$ cat src/rtl/pe_pkg.sv
// pe_pkg: shared packet type, route select encoding and address field defaults for the PE datapath
package pe_pkg;
  localparam int PKT_W = 8;
  localparam int ADDR_LSB_D = 4;
  localparam int ADDR_W_D = 4;
  typedef logic [PKT_W-1:0] pkt_t;
  typedef enum logic {SEL_LOCAL = 1'b0, SEL_FWD = 1'b1} route_sel_e;
endpackage

$ cat src/rtl/pe_route_sel_fifo.sv
// sync_fifo: count-based synchronous FIFO; read data is the head entry, forced to 0 when empty
module sync_fifo #(
  parameter int W = 9,
  parameter int DEPTH = 4
)(
  input  logic         clk,
  input  logic         rst,
  input  logic         wr_en,
  input  logic [W-1:0] wr_data,
  input  logic         rd_en,
  output logic [W-1:0] rd_data,
  output logic         full,
  output logic         empty
);
  localparam int AW = $clog2(DEPTH);
  logic [W-1:0]  r_mem [DEPTH];
  logic [AW-1:0] r_wptr, r_rptr;
  logic [AW:0]   r_count;
  always_ff @(posedge clk or posedge rst) begin
    if (rst) begin
      r_wptr  <= '0;
      r_rptr  <= '0;
      r_count <= '0;
    end else begin
      if (wr_en) r_wptr <= r_wptr + 1'b1;
      if (rd_en) r_rptr <= r_rptr + 1'b1;
      r_count <= r_count + {{AW{1'b0}}, wr_en} - {{AW{1'b0}}, rd_en};
    end
  end
  always_ff @(posedge clk) begin
    if (wr_en) r_mem[r_wptr] <= wr_data;
  end
  assign full    = r_count == (AW+1)'(DEPTH);
  assign empty   = r_count == '0;
  assign rd_data = empty ? '0 : r_mem[r_rptr];
endmodule

$ cat src/rtl/pe_route_sel.sv
// pe_route_sel: buffered ingress that tags each packet local/forward by destination address.
// Define ROUTE_SEL_STATS_EN to add per-route pop counters cnt_local/cnt_fwd.
module pe_route_sel import pe_pkg::*; #(
  parameter int WIDTH      = PKT_W,
  parameter int ADDR_LSB   = ADDR_LSB_D,
  parameter int ADDR_W     = ADDR_W_D,
  parameter int LOCAL_ADDR = 0,
  parameter int DEPTH      = 4
)(
  input  logic             clk,
  input  logic             rst,
  input  logic             in_valid,
  output logic             in_ready,
  input  logic [WIDTH-1:0] in_data,
  output logic             out_valid,
  input  logic             out_ready,
  output logic [WIDTH-1:0] out_data,
  output logic             out_sel
`ifdef ROUTE_SEL_STATS_EN
  ,
  output logic [15:0]      cnt_local,
  output logic [15:0]      cnt_fwd
`endif
);
  localparam logic [ADDR_W-1:0] LOCAL = ADDR_W'(LOCAL_ADDR);
  route_sel_e     w_sel;
  logic           w_full, w_empty, w_push, w_pop;
  logic [WIDTH:0] w_head;
  assign w_sel     = (in_data[ADDR_LSB +: ADDR_W] != LOCAL) ? SEL_FWD : SEL_LOCAL;
  // held low through reset so nothing is accepted before the FIFO is live
  assign in_ready  = !rst && !w_full;
  assign out_valid = !w_empty;
  assign w_push    = in_valid && in_ready;
  assign w_pop     = out_valid && out_ready;
  assign out_sel   = w_head[WIDTH];
  assign out_data  = w_head[WIDTH-1:0];
  sync_fifo #(.W(WIDTH + 1), .DEPTH(DEPTH)) u_fifo (
    .clk     (clk),
    .rst     (rst),
    .wr_en   (w_push),
    .wr_data ({1'(w_sel), in_data}),
    .rd_en   (w_pop),
    .rd_data (w_head),
    .full    (w_full),
    .empty   (w_empty)
  );
`ifdef ROUTE_SEL_STATS_EN
  logic [15:0] r_cnt_local, r_cnt_fwd;
  always_ff @(posedge clk or posedge rst) begin
    if (rst) begin
      r_cnt_local <= '0;
      r_cnt_fwd   <= '0;
    end else if (w_pop) begin
      if (out_sel) r_cnt_fwd <= r_cnt_fwd + 16'd1;
      else         r_cnt_local <= r_cnt_local + 16'd1;
    end
  end
  assign cnt_local = r_cnt_local;
  assign cnt_fwd   = r_cnt_fwd;
`endif
endmodule

$ cat config.mk
export PLATFORM = sky130hd
export DESIGN_NAME = pe_route_sel
export DESIGN_NICKNAME = d
export VERILOG_FILES = /design/src/rtl/pe_pkg.sv /design/src/rtl/pe_route_sel_fifo.sv /design/src/rtl/pe_route_sel.sv
export SDC_FILE = /design/constraint.sdc
export NUM_CORES = 1
export LEC_CHECK = 0
export ABC_CLOCK_PERIOD_IN_PS = 2850
export BUFFER_PORTS_ARGS = -buffer_cell sky130_fd_sc_hd__clkbuf_2
export CAP_MARGIN = 25
export CORE_MARGIN = 5
export CORE_UTILIZATION = 56
export DETAILED_ROUTE_END_ITERATION = 10
export PLACE_DENSITY_LB_ADDON = 0.1
export SETUP_SLACK_MARGIN = 0.15
export SLEW_MARGIN = 10
export SYNTH_ARGS = -nofsm -noshare
export SYNTH_HDL_FRONTEND = slang
export SYNTH_SLANG_ARGS = --single-unit
$ cat constraint.sdc
create_clock -name clk -period 2.85 [get_ports clk]
set_clock_uncertainty 0.15 [all_clocks]
set_input_delay 0.57 -clock clk [delete_from_list [all_inputs] [get_ports clk]]
set_output_delay 0.57 -clock clk [all_outputs]
set_load 0.05 [all_outputs]
# --- Yosys cells after proc, flatten, opt, wreduce, memory -nomap -nowiden ---
# Memories as Yosys holds them, arrays and structs flattened.
# Cells that the tools add are included.
classes:
  n_reduce_logical: 8
  mux: 4
  n_addsub: 4
  eq_ne: 1
ops:
  columns: ["cell", "count"]
  rows:
  - ["$mux W9", 1]
  - ["$add A2 B1 Y2 const B", 2]
  - ["$reduce_bool A4 Y1", 1]
  - ["$add A3 B1 Y3", 1]
  - ["$eq A3 B3 Y1 const B", 1]
  - ["$logic_and A1 B1 Y1", 3]
  - ["$logic_not A1 Y1", 3]
  - ["$logic_not A3 Y1", 1]
  - ["$mux W1", 3]
  - ["$sub A3 B1 Y3", 1]
word_totals:
  ram_bits: 36
  inputBits: 12
  out_inout_bits: 11
  word_cells: 21
  reg_bits: 7
  memories: 1
mem_list:
  columns: ["name", "words", "width", "rd", "rd_ports_with_merged_regs", "write_ports", "line_no", "text"]
  rows:
  - ["u_fifo.r_mem", 4, 9, 1, 0, 1, "pe_route_sel_fifo.sv:16", "logic [W-1:0] r_mem [DEPTH];"]

# --- Depth between registers and ports, before layout ---
logic_depth:
  depth_word: 6
  depth_mapped: 9
  depth_no_buf: 9

# --- By module ---
# A second synthesis with hierarchy kept.
hier_totals:
  cells_unflattened: 98
  area_unflattened_um2: 1786.7
modules_own_cells:
  columns: ["module", "instances", "cells_each", "seq_area_each_um2", "area_per_inst_um2"]
  rows:
  - ["sync_fifo", 1, 93, 1256.2, 1757.9]
  - ["pe_route_sel", 1, 5, 0.0, 28.8]

# --- Worst setup path after synthesis ---
# OpenSTA, ideal clock, no wires.
synth_path:
  path_type: "flip-flop to flip-flop"
  from: "register u_fifo.r_count[2]"
  to: "register u_fifo.r_count[2]"
  n_path_buf: 0
  setup_time_ns: 0.124
  required_ns: 2.576
  synth_period_minus_slack_ns: 2.358
  arrival_ns: 2.084
  stages_incl_launch_ff: 9
  slack_ns: 0.492
  cell_sequence: "dfrtp_1 or3_1 and2_1 ha_1 inv_1 ha_1 fa_1 xor2_1 xnor2_1"
synth_via:
  word_cells_on_any_way: 9
  classes_between: "add/sub: 2; eq/ne: 1; reduce/logical: 6"
synth_rtl:
  columns: ["element", "line_no", "text"]
  rows:
  - ["start: declaration", "pe_route_sel_fifo.sv:18", "logic [AW:0] r_count;"]
  - ["start signal: assignment", "pe_route_sel_fifo.sv:27", "r_count <= r_count + {{AW{1'b0}}, wr_en} - {{AW{1'b0}}, rd_en};"]
  - ["$logic_not A3 Y1", "pe_route_sel_fifo.sv:34", "assign empty = r_count == '0;"]
  - ["$logic_not A1 Y1", "pe_route_sel.sv:32", "assign out_valid = !w_empty;"]
  - ["$logic_and A1 B1 Y1", "pe_route_sel.sv:34", "assign w_pop = out_valid && out_ready;"]
  - ["net u_fifo.rd_en", "pe_route_sel_fifo.sv:10", "input logic rd_en,"]
  - ["$sub A3 B1 Y3", "pe_route_sel_fifo.sv:27", null]
# The timed path passes the listed nets, and every way through them passes these cells.
# A chain may end at the register's enable or synchronous reset.

# --- Worst setup path in the final report ---
layout_path:
  from: "register u_fifo.r_rptr[0]"
  to: "output port out_data[3]"
layout_via:
  elab_chain_len: 2
layout_rtl:
  columns: ["element", "line_no", "text"]
  rows:
  - ["start: declaration", "pe_route_sel_fifo.sv:17", "logic [AW-1:0] r_wptr, r_rptr;"]
  - ["start signal: assignment", "pe_route_sel_fifo.sv:26", "if (rd_en) r_rptr <= r_rptr + 1'b1;"]
  - ["$mem_v2 Z4 W9", null, null]
  - ["$mux W9", "pe_route_sel_fifo.sv:35", "assign rd_data = empty ? '0 : r_mem[r_rptr];"]
  - ["end: declaration", "pe_route_sel.sv:17", "output logic [WIDTH-1:0] out_data,"]
# No other way between the ends.

==> insert_results.sql <==
INSERT INTO impl_metrics (metric_group, metric, value, unit) VALUES
('sta', 'tns', '0', 'ns'),
('die', 'dieWidth', '66.5', 'microns'),
('die', 'rows', '20', ''),
('sta', 'hold_slack', '0.292', 'ns'),
('critical_path', 'critical_path.cell_chain', 'buf_4, mux4_2, and2_1, clkbuf_2', ''),
('die', 'io_pins', '23', ''),
('die', 'floorplan.initialDensity', '58.6', '%'),
('sta', 'hold_violations', '0', ''),
('critical_path', 'timing.critical_path.to_type', 'primary output', ''),
('clock_network', 'clk_transition_reported_paths', '0.12', 'ns'),
('finish', 'final_layout_size_suffix_gt1_share', '33.1', '%'),
('clock_network', 'cts_inserted_buffers', '5', ''),
('drt', 'dr.max_layer_used', 'met4', ''),
('drt', 'viasPerCell', '5.06', ''),
('clock_network', 'cts_tree', 'built', ''),
('sta', 'drv_slew', '0', ''),
('global_route', 'initial_antenna_violation_count', '0', ''),
('synthesis', 'yosysUniqueCellTypes', '20', ''),
('clock_network', 'clkLatencyLatePin', '0.34', 'ns'),
('synthesis', 'synth.net_count', '115', ''),
('critical_path', 'total_buffers_and_inverters_traversed_by_the_critical_path', '2', ''),
('clock_network', 'htreeDepth', '2', ''),
('power_and_ir_drop', 'power_density', '1080', 'mW/mm^2'),
('power_and_ir_drop', 'power.ir.vdd_worst', '0.683', 'mV'),
('global_route', 'first_global_vias', '924', ''),
('critical_path', 'critical_path_arrival', '1.81', 'ns'),
('drt', 'avgRoutedWirePerCell', '16.5', 'microns'),
('synthesis', 'synthesis.area', '0.00179', 'sq mm'),
('drt', 'routedLengthMet1', '1290', 'microns'),
('place', 'sum_of_net_half_perimeters_after_detailed_placement', '1930', 'microns'),
('die', 'die-area', '0.00443', 'sq mm'),
('min_path', 'min-delay-path-class', 'input pin to register', ''),
('sta', 'slew_headroom', '66.1', '%'),
('drt', 'vias', '865', ''),
('clock_network', 'number_of_sinks_on_the_clock_net', '43', ''),
('critical_path', 'worst_path_dominant_cell_family', 'multiplexers', ''),
('finish', 'final_nets', '145', ''),
('place', 'port_buffers', '22', ''),
('drt', 'routed-wl-met2', '1360', 'microns'),
('place', 'routability_congestion', '0.705', ''),
('drt', 'wirelength', '2820', 'microns'),
('clock_network', 'cts.path.max_buffers', '2', ''),
('finish', 'most_common_cell_after_layout_fill_and_taps_aside', 'edfxtp_1', ''),
('synthesis', 'synth_cells', '96', ''),
('finish', 'most-common-layout-cells', 'edfxtp_1, clkbuf_2, and2_1', ''),
('sta', 'min_period_over_period', '88.8', '%'),
('drt', 'met3_length', '124', 'microns'),
('die', 'die_height', '66.5', 'microns'),
('drt', 'post-route-drc-count', '0', ''),
('critical_path', 'required', '2.13', 'ns'),
('finish', 'area_growth_syn_to_fin', '14.1', '%'),
('finish', 'num_antenna_cells', '0', ''),
('die', 'core_region_area', '0.00305', 'sq mm'),
('critical_path', 'crit_slowest_cell', 'mux4_2', ''),
('drt', 'drt_iter0_drc', '20', ''),
('sta', 'clock.fmax', '0.395', 'GHz'),
('synthesis', 'post_synth.cell_area_avg', '18.7', 'sq um'),
('run_status', 'status', 'completed', ''),
('power_and_ir_drop', 'power.leakage', '0.771', 'nW'),
('critical_path', 'timing.setup.critical_path_class', 'register to primary output', ''),
('sta', 'worst-slew-pin-transition', '0.509', 'ns'),
('critical_path', 'worst_setup_path_start_kind', 'register', ''),
('synthesis', 'synth.yosys.seq_area_share', '70.2', '%'),
('sta', 'post-route-min-period', '2.53', 'ns'),
('sta', 'grt_setup_unrepaired', 'false', ''),
('drt', 'final_antenna_net_count', '0', ''),
('global_route', 'grt_pass1_wl', '4790', 'microns'),
('synthesis', 'synth.yosys.warnings', '0', ''),
('run', 'max-cap-violations', '0', ''),
('clock_network', 'clk_root_buffer_cell', 'clkbuf_4', ''),
('critical_path', 'critical_path.max_fanout', '6', ''),
('global_route', 'track_usage', '15.6', '%'),
('drt', 'drt_pre_antenna_iters', '4', ''),
('critical_path', 'slowest_cell_delay_on_critical_path', '0.49', 'ns'),
('global_route', 'grt_overflow', '0', ''),
('global_route', 'grt_start_max_net_pins', '14', ''),
('sta', 'setup-violations-final', '0', ''),
('synthesis', 'yosys_register_bits', '43', '');
[repair_timing]
action                                 4_1_cts  5_1_grt
resized for setup                            0        0
buffers inserted                             0        0
endpoints found under the hold margin        7        0
hold buffers                                 1        0
[cell families (layout without fill, tap and decap cells)]
group | count (synthesis) | after routing | synth area share (%)
AO/OA/AOI/OAI | 2 | 2 | 0.769
adder cells (fa/ha/maj) | 7 | 7 | 5.31
AND/OR/NAND/NOR | 19 | 19 | 6.50
XOR/XNOR | 5 | 5 | 2.45
buffers and inverters | 10 | 41 | 2.66
flip-flops | 43 | 43 | 70.2
multiplexers | 10 | 10 | 12.2
[cell usage after synthesis]
| cell type | n | area share [%] |
|---|---|---|
| nor2_1 | 1 | 0.21 |
| inv_1 | 7 | 1.5 |
| nand3_1 | 1 | 0.28 |
| nand2b_1 | 1 | 0.35 |
| mux4_1 | 1 | 1.5 |
| a21oi_1 | 1 | 0.28 |
| fa_1 | 1 | 1.1 |
| and2_1 | 14 | 4.9 |
| mux4_2 | 8 | 10 |
| buf_6 | 1 | 0.63 |
| dfrtp_1 | 7 | 9.8 |
| buf_2 | 2 | 0.56 |
| mux2_2 | 1 | 0.63 |
| a21oi_2 | 1 | 0.49 |
| edfxtp_1 | 36 | 60 |
| xor2_1 | 2 | 0.98 |
| or3_1 | 1 | 0.35 |
| or4_1 | 1 | 0.42 |
| xnor2_1 | 3 | 1.5 |
| ha_1 | 6 | 4.2 |
[per-layer routing]
metal  track usage [%]  vias up
met4              7.61        0
li1                  -      420
met3              4.22        8
met5                 0        -
met1              20.3      410
met2              24.1       27
[state kept, by name, summed over array words and instances (netlist names)]
register	count
u_fifo.r_count	3
u_fifo.r_wptr	2
u_fifo.r_rptr	2
u_fifo.r_mem	36
[worst paths after layout]
path / start / slack [ns] / to / cells past startpoint
setup / recovery: u_fifo.r_rptr[0] / 0.32 / out_data[3] / 4
hold / removal: in_data[1] / 0.29 / u_fifo.r_mem[0][1] / 1
setup reg to reg: u_fifo.r_count[2] / 0.41 / u_fifo.r_count[2] / 8
hold reg to reg: u_fifo.r_count[0] / 0.41 / u_fifo.r_count[0] / 1
max in group asynchronous: rst / 1.78 / u_fifo.r_rptr[0] / 3
min in group asynchronous: rst / 0.55 / u_fifo.r_count[0] / 3
[layout make-up]
cell class / instances / area [sq um]
Fill cell: 225 / 1010
Clock inverter: 3 / 38.8
Clock buffer: 5 / 37.5
Inverter: 7 / 26.3
Multi-Input combinational cell: 43 / 487
Sequential cell: 43 / 1260
Tap cell: 44 / 55.1
Timing Repair Buffer: 26 / 143
[power by group]
| group | switching [mW] | internal (mW) | total, mW |
|---|---|---|---|
| registers | 0.0855 | 0.794 | 0.880 |
| clock network | 0.182 | 0.180 | 0.363 |
| logic | 0.616 | 0.345 | 0.961 |
[worst register-to-register path, cell delays in order (launching register included)]
cell	delay, ns
dfrtp_1	0.45
or3_1	0.40
and2_1	0.19
ha_1	0.28
inv_1	0.04
ha_1	0.18
fa_1	0.37
xor2_1	0.16
xnor2_1	0.12
[stage by stage]
stage | area (sq um) | worst slack (ns) | instances | util, % | power (mW)
6_report | 2040 | 0.320 | 171 | 66.9 | 2.20
5_1_grt | 2040 | 0.213 | 171 | 66.9 | 2.34
4_1_cts | 2040 | 0.302 | 171 | 66.9 | 2.23
3_5_place_dp | 1960 | 0.273 | 162 | 64.1 | 1.87
3_3_place_gp | 1960 | 0.349 | 162 | 64.1 | 1.84
2_1_floorplan | 1790 | 0.492 | 96 | - | 1.65
(Power assumes the default switching activity.)
